**src/rtl/fir_controller.sv**
```systemverilog
// Sequencing controller for the FIR datapath: loads one sample into the delay line,
// steps the coefficient address across all taps with MAC enabled, then flags the result.
module fir_controller #(
   parameter int TAPS   = 64,
   parameter int ADDR_W = 6
) (
   input  logic              clk,
   input  logic              rst,
   input  logic              FIR_input_valid,
   input  logic              flush_req,
   output logic              shift_en,
   output logic              flush,
   output logic              acc_clear,
   output logic              acc_en,
   output logic [ADDR_W-1:0] coeff_addr,
   output logic              FIR_output_valid,
   output logic              busy,
   output logic              overrun
);

   localparam logic [2:0] S_IDLE  = 3'd0;
   localparam logic [2:0] S_LOAD  = 3'd1;
   localparam logic [2:0] S_MAC   = 3'd2;
   localparam logic [2:0] S_DONE  = 3'd3;
   localparam logic [2:0] S_FLUSH = 3'd4;

   localparam logic [ADDR_W-1:0] LAST_TAP = ADDR_W'(TAPS - 1);

   logic [2:0]        r_state;
   logic [2:0]        w_state_nxt;
   logic [ADDR_W-1:0] r_cnt;
   logic [ADDR_W-1:0] w_cnt_nxt;
   logic              r_overrun;
   logic              w_overrun_nxt;

   // flush_req overrides every other transition outside IDLE's own priority order
   always_comb begin
      w_state_nxt = r_state;
      w_cnt_nxt   = '0;
      case (r_state)
         S_IDLE: begin
            if (flush_req)            w_state_nxt = S_FLUSH;
            else if (FIR_input_valid) w_state_nxt = S_LOAD;
         end
         S_LOAD:  w_state_nxt = flush_req ? S_FLUSH : S_MAC;
         S_MAC: begin
            if (flush_req) begin
               w_state_nxt = S_FLUSH;
            end else if (r_cnt == LAST_TAP) begin
               w_state_nxt = S_DONE;
            end else begin
               w_cnt_nxt = r_cnt + ADDR_W'(1);
            end
         end
         S_DONE:  w_state_nxt = flush_req ? S_FLUSH : S_IDLE;
         S_FLUSH: w_state_nxt = flush_req ? S_FLUSH : S_IDLE;
         default: w_state_nxt = S_IDLE;
      endcase
   end

   // Entering FLUSH clears the sticky flag even when a late sample would set it
   always_comb begin
      w_overrun_nxt = r_overrun;
      if (w_state_nxt == S_FLUSH)
         w_overrun_nxt = 1'b0;
      else if (FIR_input_valid && (r_state != S_IDLE))
         w_overrun_nxt = 1'b1;
   end

   always_ff @(posedge clk) begin
      if (rst) begin
         r_state   <= S_IDLE;
         r_cnt     <= '0;
         r_overrun <= 1'b0;
      end else begin
         r_state   <= w_state_nxt;
         r_cnt     <= w_cnt_nxt;
         r_overrun <= w_overrun_nxt;
      end
   end

   assign shift_en         = (r_state == S_LOAD);
   assign flush            = (r_state == S_FLUSH);
   assign acc_clear        = (r_state == S_LOAD) || (r_state == S_FLUSH);
   assign acc_en           = (r_state == S_MAC);
   assign coeff_addr       = (r_state == S_MAC) ? r_cnt : '0;
   assign FIR_output_valid = (r_state == S_DONE);
   assign busy             = (r_state != S_IDLE);
   assign overrun          = r_overrun;

endmodule

```
**config.mk**
```make
export PLATFORM = sky130hd
export DESIGN_NAME = fir_controller
export DESIGN_NICKNAME = d
export VERILOG_FILES = /design/src/rtl/fir_controller.sv
export SDC_FILE = /design/constraint.sdc
export NUM_CORES = 1
export LEC_CHECK = 0
export ABC_AREA = 1
export BUFFER_PORTS_ARGS = -buffer_cell sky130_fd_sc_hd__buf_2
export CAP_MARGIN = 25
export CELL_PAD_IN_SITES_DETAIL_PLACEMENT = 0
export CELL_PAD_IN_SITES_GLOBAL_PLACEMENT = 1
export CORE_MARGIN = 3
export CORE_UTILIZATION = 32
export CTS_CLUSTER_SIZE = 10
export DETAILED_ROUTE_END_ITERATION = 8
export GPL_ROUTABILITY_DRIVEN = 0
export PLACE_DENSITY = 0.72
export SLEW_MARGIN = 10
export SYNTH_ARGS = -nofsm -noshare
export SYNTH_HDL_FRONTEND = slang
export SYNTH_SLANG_ARGS = --single-unit
```
**constraint.sdc**
```tcl
create_clock -name clk -period 1.45 [get_ports clk]
set_input_delay 0.0725 -clock clk [delete_from_list [all_inputs] [get_ports clk]]
set_output_delay 0.0725 -clock clk [all_outputs]
set_load 0.05 [all_outputs]
```
# --- Word-level counts from Yosys, hierarchy flattened ---
# Index checks and enable logic that the tools add are counted.
# Widths: inputs -> output; s select.
totals:
  ff_bits: 10
  in_bits: 4
  output_inout_bits: 13
op_classes:
  n_addsub: 1
  n_eq_ne: 6
  muxes: 8
  bitwise_logic: 1
  reduce_logical: 7
ops:
  columns: ["op", "n"]
  rows:
  - ["$mux 3", 6]
  - ["$pmux 3 s4", 1]
  - ["$add 6x1->6 const B", 1]
  - ["$eq 3x2->1 const B", 2]
  - ["$eq 3x3->1 const B", 2]
  - ["$eq 6x6->1 const B", 1]
  - ["$mux 6", 1]
  - ["$reduce_or 2->1", 2]
  - ["$reduce_or 4->1", 1]
  - ["$eq 3x1->1 const B", 1]
  - ["$logic_not 3->1", 1]
  - ["$reduce_bool 3->1", 1]
  - ["$logic_and 1x1->1", 1]
  - ["$logic_or 1x1->1", 1]
  - ["$not 1->1", 1]

# --- Longest topological paths before layout ---
logic_depth:
  word_depth: 6
  mapped_depth: 6

# --- Least setup slack after synthesis ---
# No wires, ideal clock.
synth_timing:
  path_kind: "register -> output"
  from: "register r_state[1]"
  to: "output acc_clear"
  arrival_ns: 1.635
  required_ns: 1.378
  slack_ns: -0.258
  path_stages_with_launch: 4
  n_path_buf: 0
  cell_sequence: "dfxtp_1 > nor2_2 > inv_2 > o21ai_0"
synth_via:
  elab_chain_len: 2
synth_rtl:
  columns: ["item", "line_no", "source"]
  rows:
  - ["start: declaration", "29", "logic [2:0] r_state;"]
  - ["start signal: assignment", "76", "r_state <= w_state_nxt;"]
  - ["$eq 3x1->1 or $eq 3x3->1 (tied branches)", "84", "assign acc_clear = (r_state == S_LOAD) || (r_state == S_FLUSH);"]
  - ["$logic_or 1x1->1 (*)", "84", null]
  - ["end: declaration", "13", "output logic acc_clear,"]
# Mark *: on every way between the ends. The rest lies on a longest branch, timed or not.

# --- Final worst setup path ---
layout_timing:
  from: "register r_state[2]"
  to: "output coeff_addr[5]"
layout_via:
  elab_chain_len: 2
layout_rtl:
  columns: ["item", "line_no", "source"]
  rows:
  - ["$eq 3x2->1", "86", "assign coeff_addr = (r_state == S_MAC) ? r_cnt : '0;"]
  - ["$mux 6", "86", null]
  - ["end: declaration", "15", "output logic [ADDR_W-1:0] coeff_addr,"]
# No other way between the ends.

==> reports/metrics.csv <==
stage;metric;value;unit
outcome;status;finished clean;
yosys;synthArstFlopShare;0;
clock_tree;post_cts_buffers;0;
floorplanning;core.rowCount;13;
global_routing;grt_pass1_wl;1590;microns
critical_path;worstPathArrival;1280;ps
critical_path;worst_path_largest_cell_delay;370;ps
clock_tree;path_clk_slew;60;ps
detailed_routing;wire_per_inst;9.01;microns
critical_path;crit_buf_inv;2;
placement;hpwl;808;microns
yosys;synth_most_common_cell;nor2_1;
floorplanning;die_x;46.0;microns
floorplanning;fp.dieH;46.0;microns
yosys;syn-num-nets;78;
placement;dp_worst_setup_slack;292;ps
timing;worst_slack;96.7;ps
floorplanning;die-area;2120;sq um
yosys;synth_area_leaders;dfxtp_1, nor2_1, inv_1;
critical_path;required;1380;ps
timing;skew;0.647;ps
detailed_routing;drc;0;
detailed_routing;drt-initial-drc-count;13;
timing;finalCritPeriodShare;0.933;
floorplanning;core;1400;sq um
yosys;syn-instance-count;73;
clock_tree;insertion_delay;260;ps
timing;final_max_slew_viol_count;0;
global_routing;track_usage;0.106;
yosys;synth_top_cell_area_share;0.391;
floorplanning;io_pins;17;
worst_hold_path;min_path_type;primary input to flop;
global_routing;antenna_found_initial;0;
critical_path;worstPathCellList;inv_2 -> nand3_4 -> nor2_1 -> buf_2;
detailed_routing;drtPass1Iterations;4;
floorplanning;initial_utilization;0.366;
clock_tree;cts_buffers;3;
detailed_routing;postRouteAntennaNets;0;
critical_path;worst-setup-path-type;flop to output port;
clock_tree;clock_path_buffers;2;
yosys;ys_ff_latch;10;
critical_path;critPathCaptureType;output port;
timing;maxSlewHeadroom;0.835;
timing;tightestPinTransition;249;ps
timing;grt_setup_unrepaired;no;
critical_path;crit_family;buffers and inverters;
timing;setup_tns;0;ps
yosys;yosys_warnings;0;
pwr;vdd_drop_max;0.568;mV
yosys;synth_common_cells;nor2_1, inv_1, nand2_1;
clock_tree;root_buffer;clkbuf_4;
finish;area_delta_synth_final;32.8;%
yosys;synth_ff_type;dfxtp_1;
critical_path;critPathLaunchType;flop;
run;max_cap_viol_count;0;
yosys;syn_area_per_cell;7.01;sq um
clock_tree;cts_tree;built;
critical_path;crit_slowest_cell;dfxtp_1;
finish;n_antenna_cell;0;
pwr;leakage;0.000285;uW
timing;hold_viol_final;0;
global_routing;grt-ovfl-total;0;
critical_path;path_max_fanout;8;
yosys;synth_top_area_cell;dfxtp_1;
placement;numPortBuffers;16;
yosys;synth.cell_area;512;sq um
detailed_routing;vias_per_cell;4.39;
yosys;seq_area_frac_synth;0.391;
timing;setup_violations;0;
global_routing;grt_max_degree;9;
pwr;power_density;885;nW/um^2
yosys;ys_types;16;
clock_tree;h-tree-depth;1;
timing;period_minus_slack;1350;ps
clock_tree;cts.sinks;10;
finish;drive_gt1_frac;0.330;
yosys;synth_edf_count;0;
global_routing;grt_pass1_vias;396;
finish;num-nets-final;100;
timing;max_clock_freq;739;MHz
detailed_routing;vias;478;
detailed_routing;drt-total-wl;982;microns
## metrics by stage
step | hold slack (ps) | utilization | total power [uW] | cell area [sq um] | cells
after floorplan | 145 | - | 345 | 519 | 73
after global placement | 268 | 0.442 | 363 | 618 | 104
after detailed placement | 270 | 0.442 | 363 | 618 | 104
after CTS | 66.4 | 0.475 | 612 | 664 | 109
after global routing | 79.1 | 0.486 | 632 | 679 | 109
final | 69.6 | 0.486 | 602 | 679 | 109
## state kept, by name (all words and copies together) (netlist names)
name / cells
overrun: 1
r_cnt: 6
r_state: 3
## final cells by class
type                    instances  area (sq um)
clock buffers                   4          36.3
fillers                       153           719
inverters                      15          56.3
multi-input cells              48           263
flip-flops and latches         10           200
well taps                      15          18.8
repair buffers                 17           105
## repair_timing
| action | CTS | global route |
|---|---|---|
| resized for setup | 0 | 8 |
| hold endpoints to repair | 1 | 0 |
| hold buffers | 1 | 0 |
| endpoints found under the setup margin | 0 | 6 |
## worst register-to-register path, delay by kind of cell (launching register included)
family,cells,cell delay (ps)
DFF,1,380
and+or+nand+nor,4,400
buffers and inverters,1,80
adders and majority gates,1,200
## power breakdown
part / switching [uW] / leakage (uW) / internal, uW
Combinational: 55.0 / 0.000183 / 20.4
Sequential: 4.89 / 0.0000810 / 279
Clock: 90.2 / 0.0000210 / 152
## layout by cell type, fill, tap and decap left out, types with 2 or more instances in the layout
cell type,count
a21oi_1,3
buf_2,10
buf_4,2
clkbuf_4,7
dfxtp_1,10
inv_1,13
inv_2,2
nand2_1,11
nand3_1,4
nor2_1,15
nor2_2,5
xor2_1,2
## worst paths after layout
path	startpoint	end	slack (ps)	cells after the start
hold reg to reg	r_cnt[0]	r_cnt[0]	480	1
setup / recovery	r_state[2]	coeff_addr[5]	100	4
setup reg to reg	r_cnt[0]	r_cnt[2]	280	6
hold / removal	flush_req	r_state[2]	70	3
## metal layers
layer / track usage / wire length, microns
met3: 0.0119 / 41
met4: 0.0682 / 0
met1: 0.142 / 493
met5: 0 / 0
met2: 0.159 / 447
## cells by family after synthesis
group / Yosys count / synth area share
flip-flops: 10 / 0.391
XOR/XNOR: 3 / 0.0514
AO/OA/AOI/OAI: 5 / 0.0489
AND/OR/NAND/NOR: 39 / 0.374
adder cells (fa/ha/maj): 1 / 0.0244
buffers and inverters: 15 / 0.110
Note: power is estimated with default switching activity, not from simulation.
